File: src/rtl/jk_monitor.sv
// ---------------------------------------------------------------------------
// jk_monitor
//
// Watches a jk_ff instance that shares this clock. Each cycle it predicts
// the flip-flop's next q from the previous cycle's j, k and q. It reports
// rising and falling edges of q, counts toggles and mismatches, and latches
// a sticky fault after ERR_LIMIT consecutive mismatches.
//
// Parameters:
//   CNT_W      width of toggle_cnt and err_cnt
//   ERR_LIMIT  consecutive mismatches in TRACK that force FAULT (1..255)
//
// Ports:
//   clk        rising-edge clock, shared with the observed jk_ff
//   rst        synchronous active-high reset
//   en         monitor enable
//   j, k, q    observed jk_ff inputs and output
//   state      IDLE=00, SYNC=01, TRACK=10, FAULT=11
//   rise/fall  one-cycle pulses on q edges seen in TRACK
//   toggle_cnt number of q changes seen in TRACK
//   mismatch   one-cycle pulse when q differs from the prediction
//   err_cnt    total mismatches, saturating at all-ones
//   fault      high exactly while state is FAULT
//
// Optional feature (compile-time macro):
//   JK_MON_TOGGLE_SAT_EN  when defined, toggle_cnt saturates instead of
//                         wrapping. err_cnt always saturates.
// ---------------------------------------------------------------------------
module jk_monitor #(
    parameter int CNT_W     = 8,
    parameter int ERR_LIMIT = 4
) (
    input  logic             clk,
    input  logic             rst,
    input  logic             en,
    input  logic             j,
    input  logic             k,
    input  logic             q,
    output logic [1:0]       state,
    output logic             rise,
    output logic             fall,
    output logic [CNT_W-1:0] toggle_cnt,
    output logic             mismatch,
    output logic [CNT_W-1:0] err_cnt,
    output logic             fault
);

    localparam logic [1:0] IDLE  = 2'b00;
    localparam logic [1:0] SYNC  = 2'b01;
    localparam logic [1:0] TRACK = 2'b10;
    localparam logic [1:0] FAULT = 2'b11;

    localparam logic [CNT_W-1:0] CNT_ONE   = {{(CNT_W-1){1'b0}}, 1'b1};
    localparam logic [7:0]       RUN_LIMIT = ERR_LIMIT[7:0];

    logic [1:0]       state_q, state_d;
    logic             jDly_q, kDly_q, qDly_q;
    logic             rise_q, rise_d;
    logic             fall_q, fall_d;
    logic             mismatch_q, mismatch_d;
    logic             fault_q, fault_d;
    logic [CNT_W-1:0] toggleCnt_q, toggleCnt_d;
    logic [CNT_W-1:0] errCnt_q, errCnt_d;
    logic [7:0]       run_q, run_d;
    logic             expQ;

    // Prediction of q from the previous cycle's j/k/q. This follows the
    // standard JK table: hold, reset, set, toggle.
    always_comb begin
        expQ = qDly_q;
        case ({jDly_q, kDly_q})
            2'b00:   expQ = qDly_q;
            2'b01:   expQ = 1'b0;
            2'b10:   expQ = 1'b1;
            default: expQ = ~qDly_q;
        endcase
    end

    // Next-state logic for the FSM, the pulses and the counters.
    // Comparisons happen only in TRACK. SYNC exists so that the delayed
    // j/k/q hold one real cycle of history before the first check.
    // In TRACK a low en wins over the FAULT transition. The comparison for
    // that final cycle is still reported.
    always_comb begin
        state_d     = state_q;
        rise_d      = 1'b0;
        fall_d      = 1'b0;
        mismatch_d  = 1'b0;
        toggleCnt_d = toggleCnt_q;
        errCnt_d    = errCnt_q;
        run_d       = run_q;
        case (state_q)
            IDLE: begin
                if (en) begin
                    state_d = SYNC;
                end
            end
            SYNC: begin
                toggleCnt_d = '0;
                errCnt_d    = '0;
                run_d       = '0;
                state_d     = en ? TRACK : IDLE;
            end
            TRACK: begin
                if (q != expQ) begin
                    mismatch_d = 1'b1;
                    run_d      = run_q + 8'd1;
                    if (errCnt_q != {CNT_W{1'b1}}) begin
                        errCnt_d = errCnt_q + CNT_ONE;
                    end
                end else begin
                    run_d = '0;
                end
                if (q != qDly_q) begin
                    rise_d = q;
                    fall_d = ~q;
`ifdef JK_MON_TOGGLE_SAT_EN
                    if (toggleCnt_q != {CNT_W{1'b1}}) begin
                        toggleCnt_d = toggleCnt_q + CNT_ONE;
                    end
`else
                    toggleCnt_d = toggleCnt_q + CNT_ONE;
`endif
                end
                if (!en) begin
                    state_d = IDLE;
                end else if (run_d == RUN_LIMIT) begin
                    state_d = FAULT;
                end
            end
            default: begin
                // FAULT: counters and run stay frozen until en drops.
                if (!en) begin
                    state_d = IDLE;
                end
            end
        endcase
        fault_d = (state_d == FAULT);
    end

    // State and output registers. The input history registers sample every
    // cycle in every state, so history is valid once SYNC is reached.
    always_ff @(posedge clk) begin
        if (rst) begin
            state_q     <= IDLE;
            jDly_q      <= 1'b0;
            kDly_q      <= 1'b0;
            qDly_q      <= 1'b0;
            rise_q      <= 1'b0;
            fall_q      <= 1'b0;
            mismatch_q  <= 1'b0;
            fault_q     <= 1'b0;
            toggleCnt_q <= '0;
            errCnt_q    <= '0;
            run_q       <= '0;
        end else begin
            state_q     <= state_d;
            jDly_q      <= j;
            kDly_q      <= k;
            qDly_q      <= q;
            rise_q      <= rise_d;
            fall_q      <= fall_d;
            mismatch_q  <= mismatch_d;
            fault_q     <= fault_d;
            toggleCnt_q <= toggleCnt_d;
            errCnt_q    <= errCnt_d;
            run_q       <= run_d;
        end
    end

    assign state      = state_q;
    assign rise       = rise_q;
    assign fall       = fall_q;
    assign mismatch   = mismatch_q;
    assign fault      = fault_q;
    assign toggle_cnt = toggleCnt_q;
    assign err_cnt    = errCnt_q;

endmodule

File: config.mk
export PLATFORM = sky130hd
export DESIGN_NAME = jk_monitor
export DESIGN_NICKNAME = d
export VERILOG_FILES = /design/src/rtl/jk_monitor.sv
export SDC_FILE = /design/constraint.sdc
export NUM_CORES = 1
export LEC_CHECK = 0
export ABC_AREA = 1
export BUFFER_PORTS_ARGS = -buffer_cell sky130_fd_sc_hd__buf_4
export CELL_PAD_IN_SITES_DETAIL_PLACEMENT = 1
export CELL_PAD_IN_SITES_GLOBAL_PLACEMENT = 2
export CORE_ASPECT_RATIO = 2
export CORE_MARGIN = 1
export CORE_UTILIZATION = 33
export DETAILED_ROUTE_END_ITERATION = 10
export GPL_ROUTABILITY_DRIVEN = 0
export GPL_TIMING_DRIVEN = 0
export MAX_ROUTING_LAYER = met4
export PLACE_DENSITY = 0.83
export SYNTH_ARGS = -nofsm -noshare
export SYNTH_HDL_FRONTEND = slang
export SYNTH_SLANG_ARGS = --single-unit
File: constraint.sdc
create_clock -name clk -period 2.2 [get_ports clk]
set_input_delay 0.22 -clock clk [delete_from_list [all_inputs] [get_ports clk]]
set_output_delay 0.22 -clock clk [all_outputs]
set_load 0.02 [all_outputs]
==> results <==
- The flow ran to the end, and the final reports show no timing, DRC or antenna violations.
- The DRC violation total after the first TritonRoute iteration is 15.
- The top cell type's share of synthesized area is 38.6%.
- The endpoint kind of the worst setup timing path is a register.
- The number of cells produced by synthesis is 243.
- The total number of vias is 1694.
- The width of the die is 52.9 um.
- Prior to clock tree synthesis, the placed netlist has a worst setup slack of 0.182 ns.
- The kind of start point of the critical path is a register.
- The half-perimeter wire length after detailed placement is 3710 um.
- At the pin with the least slew margin, the transition time is 0.589 ns.
- The clock passes through at most 2 buffers.
- The clock skew is 0.00635 ns.
- The total I/O pin count is 28.
- Leaving out filler cells and counting taps, the final layout contains 336.
- After clock tree synthesis, the clock-pin slew on the worst setup and hold paths is 0.07 ns.
- The first global-routing pass estimated 7790 um of wire.
- The static leakage is 0.915 nW.
- The CTS tree is built.
- Counting the buffers created by CTS gives 5.
- The H-tree was split into 2 levels.
- The synthesized netlist net count is 256.
- Traced cell by cell, the critical path runs through ha_1 -> nand3_1 -> o21ai_1 -> nand3_1 -> nand2_1 -> nor2_1 -> nand2_1 -> nand2_1 -> nand2_1 -> nand2_1 -> a21oi_2 -> nor2_1.
- The number of endpoints with negative hold slack in the final report is 0.
- For this run, design rule violations remaining after detail routing come to 0.
- The total routed wirelength is 4680 um.
- Power spread over the standard cell area amounts to 594 mW/mm^2.
- The final worst-path cycle share is 82.5%.
- By instance count, the cell type seen most on the critical path is sky130_fd_sc_hd__nand2_1.
- The placeable core region is 0.00491 sq mm.
- The number of max-slew violations in the final report came to 0.
- After global routing the overflow that remains totals 0.
- The normalized max-slew margin is 60.7%.
- The tool flagged a number of max-cap violations equal to 0.
- Leaving out fill and tap cells, the most frequent cells in the layout are sky130_fd_sc_hd__nand2_1, sky130_fd_sc_hd__dfxtp_1, sky130_fd_sc_hd__inv_1.
- The area of the die is 0.00550 sq mm.
- Once routing completed, OpenROAD measured the worst setup slack at 0.384 ns.
- The multi-input combinational cells in the finished layout cover a total of 893 sq um.
- The required time at the endpoint of the critical path is 2.36 ns.
- The number of global-route vias before repair is 1761.
- The cell at the slowest stage of the critical path is sky130_fd_sc_hd__dfxtp_1.
- Summed over all failing endpoints, the final setup total negative slack is 0 ns.
- The number of rows in the core area is 36.
- Registers take 661 sq um.
- The data arrival time at the worst-slack endpoint is 1.97 ns.
- The detailed-routing iteration count for the pre-antenna-repair pass is 4.
- In this design, the stage delay of the slowest critical-path cell is 0.40 ns.
- The commonest non-fill, non-tap cell in the layout is sky130_fd_sc_hd__nand2_1.
- The overall track demand over capacity in global routing is 19.4%.
- Using the TritonRoute via totals, the vias-per-cell ratio works out to 5.04.
- The kind of cell adding the most delay to the critical path is simple AND/OR/NAND/NOR gates.
- Entering global routing, the biggest net connects 11 pins.
- The Yosys step of the flow raised 0 warnings.
- The maximum ir drop on the vdd rail is 0.404 mV.
- The detailed-route wire length per cell is 13.9 um.
- Including well taps, the total number of placed cells is 327.
- Of the cells placed in the final design, the portion with a size suffix greater than 1 is 20.1%.
- The synthesis-to-layout area growth is 22.1%.
- The critical path is of the reg -> reg type.
- Counting every sink on the clock net gives 33.
- Setup repair after global routing left no endpoint under its margin.
- Counting I/O delays and the setup requirement, the final critical path takes 1.82 ns.
- The maximum clock frequency is 551 MHz.
- The initial core utilization is 34.9%.
- The number of gates resized after CTS is 0.
- In the final design database the tool counted 292 nets.
- After clock tree synthesis, the flow added hold-fix buffers numbering 0.
- Setup violations remaining at the end of the flow were counted as 0.
- Of all cell types, the one taking the most synthesized area is sky130_fd_sc_hd__dfxtp_1.
- The number of antenna violations at the first check in global routing is 0.
- The buffer cell driving the clock tree root is sky130_fd_sc_hd__clkbuf_8.
- The overall die height is 104 um.
- Synthesis instantiated 30 different standard cells from the library.
- The utilization after layout is 42.6%.
- Summing every instance area after synthesis gives 0.00171 sq mm.
- For this run, the register share of the synthesized area comes to 38.6%.
- The completed layout was analyzed and its total power is 1.24 mW.
- The number of buffers inserted to repair setup after CTS is 0.
- The filler cells instantiated in the layout total 652.
- A synthesized cell averages 7.04 sq um.
- The number of antenna diodes in the final layout is 0.
- The count of input and output buffers is 27.
- By area the synthesized netlist is led by sky130_fd_sc_hd__dfxtp_1, sky130_fd_sc_hd__nand2_1, sky130_fd_sc_hd__inv_1.
- The insertion delay to the later sink of the worst-skew pair is 0.29 ns.
- Counting both buffers and inverters, the worst setup path holds a total of 0.
- The number of routed nets with antenna violations is 0.
- In this run the worst path has a maximum fanout of 5.
- In this run the worst hold path is classified as in -> reg.
- In this run, synthesis produced a sequential element count of 33.
## state kept, by name, indices dropped and copies added, names as in the netlist
register	count
toggle_cnt	8
qDly_q	1
fault	1
fall	1
kDly_q	1
err_cnt	8
mismatch	1
jDly_q	1
state	2
rise	1
run_q	8
## path summary, 6_finish.rpt
path / startpoint / endpoint / slack, ns / cells past startpoint
worst max-delay path: run_q[0] / state[0] / 0.38 / 12
worst max register to register: run_q[0] / state[0] / 0.38 / 12
worst min register to register: toggle_cnt[7] / toggle_cnt[7] / 0.49 / 1
worst min-delay path: j / jDly_q / 0.13 / 3
## tightest hold or removal path, delay by kind of cell
kind	cells	cell delay, ns
simple gates	1	0.07
buf+inv	2	0.11
## cell type report
class / instances / area share [%]
repair buffers: 29 / 10.4
inverters: 35 / 6.28
clock buffers: 6 / 3.95
plain buffers: 4 / 1.26
clock inverters: 1 / 0.359
multi-input cells: 171 / 42.7
well taps: 57 / 3.41
flip-flops and latches: 33 / 31.6
## cells in the mapped netlist, drive strengths merged
| cell | number |
|---|---|
| a211oi | 3 |
| xnor2 | 1 |
| o21a | 1 |
| clkbuf | 2 |
| dfxtp | 33 |
| xor2 | 2 |
| nand4 | 7 |
| nand3 | 22 |
| o21bai | 1 |
| o31ai | 1 |
| nand2 | 61 |
| nor4 | 2 |
| inv | 35 |
| a21oi | 18 |
| buf | 2 |
| o21ai | 10 |
| nor3 | 4 |
| nor2 | 29 |
| a22oi | 2 |
| ha | 7 |
## routing by layer
layer / up-vias / track usage, % / wire (um)
met3: 5 / 3.07 / 89
met4: 0 / 6.77 / 74
met1: 815 / 18.5 / 1690
li1: 854 / - / -
met2: 20 / 36.5 / 2820
met5: - / - / 0
## power by group
group / switching, mW / internal [mW]
sequential: 0.00836 / 0.605
clock: 0.233 / 0.247
combinational: 0.102 / 0.0470
## kinds of logic (layout without fill, tap and decap cells)
family / after synthesis / after routing / share of synthesized area, %
AO/OA/AOI/OAI: 36 / 36 / 11.9
buffers and inverters: 39 / 75 / 9.21
AND/OR/NAND/NOR: 125 / 125 / 33.6
flip-flops: 33 / 33 / 38.6
adder cells (fa/ha/maj): 7 / 7 / 5.12
XOR/XNOR: 3 / 3 / 1.54
## through the flow
step	hold WS, ns	instance area [sq um]
after global routing	0.136	2090
after global placement	0.419	1990
after CTS	0.126	2080
after detailed placement	0.433	1990
final	0.134	2090
after floorplan	0.327	1710
No activity file was read; power rests on OpenSTA's default activity.
